--- src/rtl/kmap_parity_sched.sv ---
// kmap_parity_sched
//   Round-robin scheduler that shares one 4-input parity evaluator
//   (checkerboard map, a^b^c^d) among NREQ requesters. An accepted word is
//   fed through the evaluator one nibble per cycle, starting with bits 3:0.
//   The word parity is then returned together with the requester id.
//
// Optional build macro: KMAP_SCHED_ODD_EN
//   When it is defined, rsp_parity is inverted, which gives an odd-parity
//   check bit. When it is undefined, rsp_parity is even parity.
//   Timing and handshake are the same in both builds.
//
// Ports
//   clk         rising-edge clock
//   areset      asynchronous active-high reset
//   req_valid   per-requester word valid
//   req_ready   per-requester accept (one-hot or zero, IDLE only)
//   req_data    flattened words, requester i at [i*WORD_W +: WORD_W]
//   rsp_valid   result valid, held until rsp_ready
//   rsp_ready   result accepted by consumer
//   rsp_id      requester index of the result
//   rsp_parity  parity of the accepted word
//   busy        high while a word is in flight (RUN or DONE)
//
// state | meaning
// ------+-------------------------------------------------------------
// IDLE  | waiting for any req_valid; grant is combinational round-robin
// RUN   | one evaluator pass per cycle, NIB passes in total
// DONE  | rsp_valid held until rsp_ready, then back to IDLE

module kmap_parity_sched #(
  parameter int NREQ   = 4,
  parameter int WORD_W = 16
) (
  input  logic                     clk,
  input  logic                     areset,
  input  logic [NREQ-1:0]          req_valid,
  output logic [NREQ-1:0]          req_ready,
  input  logic [NREQ*WORD_W-1:0]   req_data,
  output logic                     rsp_valid,
  input  logic                     rsp_ready,
  output logic [$clog2(NREQ)-1:0]  rsp_id,
  output logic                     rsp_parity,
  output logic                     busy
);

  localparam int NIB   = WORD_W / 4;
  localparam int ID_W  = $clog2(NREQ);
  localparam int CNT_W = (NIB > 1) ? $clog2(NIB) : 1;
  localparam logic [CNT_W-1:0] CNT_LAST = CNT_W'(NIB - 1);

`ifdef KMAP_SCHED_ODD_EN
  localparam logic ODD = 1'b1;
`else
  localparam logic ODD = 1'b0;
`endif

  typedef enum logic [1:0] {
    S_IDLE = 2'd0,
    S_RUN  = 2'd1,
    S_DONE = 2'd2
  } state_t;

  state_t              state;
  logic [WORD_W-1:0]   shift;
  logic                acc;
  logic [CNT_W-1:0]    cnt;
  logic [ID_W-1:0]     last_grant;

  logic [ID_W-1:0]     grant;
  logic                any_valid;
  logic [WORD_W-1:0]   sel_word;
  logic                pass_bit;

  function automatic logic p4(input logic [3:0] n);
    logic a, b, c, d;
    a = n[3];
    b = n[2];
    c = n[1];
    d = n[0];
    return a ^ b ^ c ^ d;
  endfunction

  assign any_valid = |req_valid;
  assign pass_bit  = p4(shift[3:0]);
  assign busy      = (state != S_IDLE);

  // Search upward from last_grant+1 (mod NREQ). The first valid requester
  // found wins.
  always_comb begin
    logic found;
    found = 1'b0;
    grant = '0;
    for (int k = 1; k <= NREQ; k++) begin
      for (int j = 0; j < NREQ; j++) begin
        if (!found && req_valid[j] && (((int'(last_grant) + k) % NREQ) == j)) begin
          found = 1'b1;
          grant = ID_W'(j);
        end
      end
    end
  end

  always_comb begin
    req_ready = '0;
    sel_word  = '0;
    for (int i = 0; i < NREQ; i++) begin
      if (grant == ID_W'(i)) begin
        req_ready[i] = (state == S_IDLE) && any_valid;
        sel_word     = req_data[i*WORD_W +: WORD_W];
      end
    end
  end

  always_ff @(posedge clk or posedge areset) begin
    if (areset) begin
      state      <= S_IDLE;
      rsp_valid  <= 1'b0;
      rsp_id     <= '0;
      rsp_parity <= 1'b0;
      acc        <= 1'b0;
      cnt        <= '0;
      shift      <= '0;
      last_grant <= ID_W'(NREQ - 1);
    end else begin
      case (state)
        S_IDLE: begin
          if (any_valid) begin
            shift      <= sel_word;
            rsp_id     <= grant;
            last_grant <= grant;
            acc        <= 1'b0;
            cnt        <= '0;
            state      <= S_RUN;
          end
        end
        S_RUN: begin
          acc   <= acc ^ pass_bit;
          shift <= shift >> 4;
          cnt   <= cnt + 1'b1;
          // Publish on the final pass so the result lands with rsp_valid.
          if (cnt == CNT_LAST) begin
            rsp_parity <= acc ^ pass_bit ^ ODD;
            rsp_valid  <= 1'b1;
            state      <= S_DONE;
          end
        end
        S_DONE: begin
          if (rsp_ready) begin
            rsp_valid <= 1'b0;
            state     <= S_IDLE;
          end
        end
        default: state <= S_IDLE;
      endcase
    end
  end

endmodule
--- config.mk ---
export PLATFORM = sky130hd
export DESIGN_NAME = kmap_parity_sched
export DESIGN_NICKNAME = d
export VERILOG_FILES = /design/src/rtl/kmap_parity_sched.sv
export SDC_FILE = /design/constraint.sdc
export NUM_CORES = 1
export LEC_CHECK = 0
export CORE_ASPECT_RATIO = 1.25
export CORE_MARGIN = 10
export CORE_UTILIZATION = 45
export CTS_CLUSTER_DIAMETER = 100
export DETAILED_ROUTE_END_ITERATION = 6
export PLACE_DENSITY = 0.83
export REMOVE_ABC_BUFFERS = 1
export SYNTH_ARGS = -nofsm -noshare
export SYNTH_HDL_FRONTEND = slang
export SYNTH_SLANG_ARGS = --single-unit
--- constraint.sdc ---
create_clock -name clk -period 4.8 [get_ports clk]
set_input_delay 0.96 -clock clk [delete_from_list [all_inputs] [get_ports clk]]
set_output_delay 0.96 -clock clk [all_outputs]
set_load 0.05 [all_outputs]
After elaboration in Yosys (flattened, before gate mapping)
Cells that the tools add are included.
{"block": "op_classes", "add_sub_neg": 5, "n_reduce_logical": 66, "muxes": 51, "eq_ne": 21, "bitwise": 8}
{"operator": "zero test 32 bit", "n": 4}
{"operator": "two-way mux 16 bit", "n": 5}
{"operator": "two-way mux 2 bit", "n": 18}
{"operator": "logical AND 1 bit", "n": 32}
{"operator": "case mux 16 bit (2 select lines)", "n": 1}
{"operator": "== test 3 bit, second input constant", "n": 8}
{"operator": "two-way mux 1 bit", "n": 23}
{"operator": "zero test 1 bit", "n": 15}
{"operator": "== test 3 x 2 -> 1 bit, second input constant", "n": 4}
{"operator": "== test 2 bit, second input constant", "n": 4}
{"operator": "OR reduction 2 bit", "n": 4}
{"operator": "adder 2 x 1 -> 2 bit, second input constant", "n": 3}
{"operator": "inequality test 2 bit, second input constant", "n": 3}
{"operator": "case mux 2 bit (3 select lines)", "n": 1}
{"operator": "AND reduction 2 bit", "n": 3}
{"operator": "AND reduction 3 bit", "n": 2}
{"operator": "nonzero test 2 bit", "n": 3}
{"operator": "adder 2 bit, second input constant", "n": 2}
{"operator": "bitwise AND 1 bit, first input constant", "n": 4}
{"operator": "== test 2 x 1 -> 1 bit, second input constant", "n": 2}
{"operator": "zero test 2 bit", "n": 2}
{"operator": "case mux 1 bit (2 select lines)", "n": 2}
{"operator": "case mux 2 bit (2 select lines)", "n": 1}
{"operator": "OR reduction 4 bit", "n": 1}
{"operator": "bitwise XOR 1 bit", "n": 4}
{"block": "totals", "input_bits": 71, "output_inout_bits": 9, "wordCells": 159, "reg_bits": 27}

Depth between registers and ports, before layout
{"block": "logic_depth", "depth_word": 73, "ltp_mapped": 7}

Worst setup path before layout
No wires, ideal clock.
{"block": "synth_timing", "path_kind": "in2out", "start": "in req_valid[0]", "end": "out req_ready[2]", "required_ns": 3.840, "setup_slack_ns": 1.327, "t_arrival_ns": 2.513, "cell_stages": 6, "path_cell_list": "or2_1 a311o_1 buf_4 nor2_8 inv_2 nor2_1"}
{"block": "synth_between", "elab_chain_len": 64, "elab_cells_between_ends": 80, "classes_between": "eq/ne (1); mux (31); reduce/logical (48)"}
{"element": "from (decl)", "line": "36", "source": "input logic [NREQ-1:0] req_valid,"}
{"element": "logical AND 1 bit", "line": "95", "source": "if (!found && req_valid[j] && (((int'(last_grant) + k) % NREQ) == j)) begin"}
{"element": "two-way mux 1 bit", "line": "95"}
{"element": "zero test 1 bit", "line": "95"}
{"element": "logical AND 1 bit (2 in series)", "line": "95"}
{"element": "two-way mux 1 bit", "line": "95"}
{"element": "zero test 1 bit", "line": "95"}
{"element": "logical AND 1 bit (2 in series)", "line": "95"}
{"element": "two-way mux 1 bit", "line": "95"}
{"element": "[... 44 more ...]"}
{"element": "zero test 1 bit", "line": "95"}
{"element": "logical AND 1 bit (2 in series)", "line": "95"}
{"element": "two-way mux 1 bit", "line": "95"}
{"element": "zero test 1 bit", "line": "95"}
{"element": "logical AND 1 bit (2 in series)", "line": "95"}
{"element": "two-way mux 2 bit", "line": "95"}
{"element": "== test 2 bit", "line": "107", "source": "if (grant == ID_W'(i)) begin"}
{"element": "two-way mux 1 bit (*)", "line": "107"}
{"element": "to (decl)", "line": "37", "source": "output logic [NREQ-1:0] req_ready,"}
Every way passes the cells marked *; elsewhere a longest branch is shown, timed or not.

Worst setup path after layout
{"block": "layout_timing", "start": "in req_valid[1]", "end": "out req_ready[2]"}
{"block": "layout_between", "elab_chain_len": 61, "elab_cells_between_ends": 77, "classes_between": "eq/ne (1); mux (30); reduce/logical (46)"}
{"element": "logical AND 1 bit (2 in series)", "line": "95"}
{"element": "two-way mux 1 bit", "line": "95"}
{"element": "zero test 1 bit", "line": "95"}
{"element": "logical AND 1 bit (2 in series)", "line": "95"}
{"element": "two-way mux 1 bit", "line": "95"}
{"element": "zero test 1 bit", "line": "95"}
{"element": "logical AND 1 bit (2 in series)", "line": "95"}
{"element": "two-way mux 1 bit", "line": "95"}
{"element": "[... 40 more ...]"}
{"element": "zero test 1 bit", "line": "95"}
{"element": "logical AND 1 bit (2 in series)", "line": "95"}
{"element": "two-way mux 1 bit", "line": "95"}
{"element": "zero test 1 bit", "line": "95"}
{"element": "logical AND 1 bit (2 in series)", "line": "95"}
{"element": "two-way mux 2 bit", "line": "95"}
{"element": "== test 2 bit", "line": "107"}
{"element": "two-way mux 1 bit (*)", "line": "107"}
Marked as above.

==> impl_metrics.env <==
export IMPL_period_share=0.840
export IMPL_synthDistinctLibCells=38
export IMPL_viasPerCell=5.41
export IMPL_gr_usage_all_layers=0.146
export IMPL_tns_ns=0
export IMPL_ir_worst_vdd_uv=326
export IMPL_clock_path_buffers=2
export IMPL_critPathKind="input port to output port"
export IMPL_p_leak_nw=1.06
export IMPL_cts_htree_levels=1
export IMPL_worst_ep_required_time_ns=3.84
export IMPL_initial_core_util=0.469
export IMPL_crit_path_start="req_valid[1]"
export IMPL_drt_wl_total_microns=5120
export IMPL_cts_hold_buffers=0
export IMPL_antenna_cells=0
export IMPL_die_h_microns=90.5
export IMPL_hpwlAfterDp_microns=4030
export IMPL_hold_end="rsp_id[1]$_DFFE_PP0P_"
export IMPL_syn_avg_cell_area_sq_um=9.73
export IMPL_final_common_cell="clkdlybuf4s50_1"
export IMPL_grt_pass1_wl_microns=8480
export IMPL_r2r_start="last_grant[0]$_DFFE_PP1P_"
export IMPL_max_freq_mhz=248
export IMPL_areaGrowthSynthToFinish_pct=46.6
export IMPL_status="finished clean"
export IMPL_route_detailed_drc=0
export IMPL_cts_resized=0
export IMPL_cts_tree="yes"
export IMPL_die_x_microns=76.4
export IMPL_first_pass_iters=4
export IMPL_ant_nets=0
export IMPL_worstRegToRegCells=5
export IMPL_synthTopCellsByArea="dfrtp_1 35%, mux2i_1 8.4%, o211ai_1 6.7%"
export IMPL_critPathMaxFanout=25
export IMPL_finalHoldViolCount=0
export IMPL_rsz0062_at_grt="no"
export IMPL_synth_seq_area_share=0.379
export IMPL_cts_sinks=27
export IMPL_drive_above_1_share=0.0700
export IMPL_yosysWarningCount=0
export IMPL_min_delay_start="rsp_id[1]$_DFFE_PP0P_"
export IMPL_cts_setup_buffers=0
export IMPL_maxSlewHeadroom=0.314
export IMPL_r2r_end="shift[15]$_DFFE_PP0P_"
export IMPL_fin_skew_ns=0.00550
export IMPL_place_area_sq_mm=0.00258
export IMPL_insertion_delay_ns=0.28
export IMPL_grt_max_degree=29
export IMPL_power_density_mw_per_mm2=533
export IMPL_final_cell_mix="75 x clkdlybuf4s50_1, 25 x dfrtp_1, 23 x nand3_1"
export IMPL_synth_top_area_cell="dfrtp_1"
export IMPL_finalSetupViolations=0
export IMPL_ios=80
export IMPL_cts_buffers=3
export IMPL_synth_seq_cells=27
export IMPL_n_fill_cell=325
export IMPL_tightest_slew_ns=1.03
export IMPL_overflow=0
export IMPL_yosysTopAreaCellShare=0.349
export IMPL_nets=330
export IMPL_first_iter_violations=139
export IMPL_gp_congestion=0.849
export IMPL_clk_pin_slew_ns=0.09
export IMPL_maxCapViolCount=0
export IMPL_cts_root_buf="clkbuf_8"
export IMPL_io_buffers=79
export IMPL_core_sq_mm=0.00382
export IMPL_vias=1684
export IMPL_crit_arrival_ns=3.07
export IMPL_hold_depth=2
export IMPL_synth_area_sq_mm=0.00179
export IMPL_wl_per_cell_microns=16.5
export IMPL_worstSetupStartpointType="input port"
export IMPL_synthCells=184
export IMPL_rows=25
export IMPL_antenna_found_initial=0
export IMPL_hold_path_class="flop to flop"
export IMPL_cp_end_kind="output port"
export IMPL_period_needed_ns=4.03
export IMPL_die_area_sq_mm=0.00692
export IMPL_grt_pass1_vias=1771
export IMPL_reg2reg_slack_ns=2.70
export IMPL_final_cell_area_sq_mm=0.00263
export IMPL_report_final_slew_viol_count=0
## metrics by stage
step | setup WS, ns | cells | hold slack (ns) | util | power [W]
6_report | 0.767 | 311 | 0.492 | 0.688 | 0.00140
5_1_grt | 0.621 | 311 | 0.519 | 0.688 | 0.00151
3_3_place_gp | 0.834 | 307 | 0.474 | 0.676 | 0.00126
3_5_place_dp | 0.781 | 307 | 0.472 | 0.676 | 0.00128
4_1_cts | 0.755 | 311 | 0.495 | 0.688 | 0.00141
2_1_floorplan | 0.968 | 172 | 0.465 | - | 0.00101
## where the power goes
| group | total [W] | switching, W | internal (W) |
|---|---|---|---|
| Combinational | 0.000858 | 0.000479 | 0.000378 |
| Clock | 0.000133 | 0.0000749 | 0.0000584 |
| Sequential | 0.000409 | 0.0000734 | 0.000335 |
| Total | 0.00140 | 0.000628 | 0.000772 |
## critical path: stages
cell             delay (ns)
clkdlybuf4s50_1        0.49
or2_1                  0.26
a311o_1                0.49
nor2_8                 0.35
inv_2                  0.12
nor2_1                 0.21
buf_12                 0.17
## routing by layer
metal	up-vias	track usage	wire length, microns
met5	-	0	0
met4	0	0.0419	58
met3	5	0.0428	352
met2	58	0.252	2580
met1	787	0.168	2140
li1	834	-	-
## Yosys cell counts
library cell / number
a211oi_1: 1
a21bo_1: 1
a21o_1: 1
a21oi_1: 1
a22o_1: 12
a311o_1: 1
a31oi_1: 12
and2_4: 1
and2b_1: 1
and3_1: 1
buf_2: 3
buf_4: 3
buf_6: 4
buf_8: 2
dfrtp_1: 25
dfstp_2: 2
ha_1: 1
inv_1: 5
inv_2: 1
mux2_1: 5
mux2i_1: 15
nand2_1: 16
nand2_4: 1
nand2b_1: 3
nand3_1: 23
nor2_1: 8
nor2_8: 1
nor3b_1: 1
o211ai_1: 16
o21a_1: 2
o21ai_0: 5
o21ai_4: 1
o31ai_1: 1
o32ai_1: 1
or2_1: 1
or2b_1: 1
or4_4: 1
xnor2_1: 4
## layout make-up
class                           instances  area [sq um]  area share
Clock buffer                            3          41.3      0.0157
Sequential cell                        27           678       0.258
Multi-Input combinational cell        139           977       0.372
Tap cell                               54          67.6      0.0257
Inverter                                6          22.5     0.00858
Clock inverter                          1          5.00     0.00191
Timing Repair Buffer                   81           833       0.317
## worst max path at each step
stage                              end  slack, ns  depth (start not counted)
after floorplan           req_ready[0]       0.97                          4
after global placement    req_ready[2]       0.83                          7
after detailed placement  req_ready[2]       0.78                          7
after CTS                 req_ready[2]       0.76                          7
after global routing      req_ready[1]       0.62                          6
final                     req_ready[2]       0.77                          7
## flip-flops by register name, summed over array words and instances (netlist names)
register    cells
acc             1
cnt             2
state           2
last_grant      2
rsp_valid       1
rsp_id          2
shift          16
rsp_parity      1
## cell families after synthesis
| group | after synthesis | share of synthesized area |
|---|---|---|
| flip-flops | 27 | 0.379 |
| adder cells (fa/ha/maj) | 1 | 0.00699 |
| multiplexers | 20 | 0.115 |
| AO/OA/AOI/OAI | 55 | 0.231 |
| AND/OR/NAND/NOR | 59 | 0.173 |
| XOR/XNOR | 4 | 0.0196 |
| buffers and inverters | 18 | 0.0755 |
Note: power is estimated with default switching activity, not from simulation.
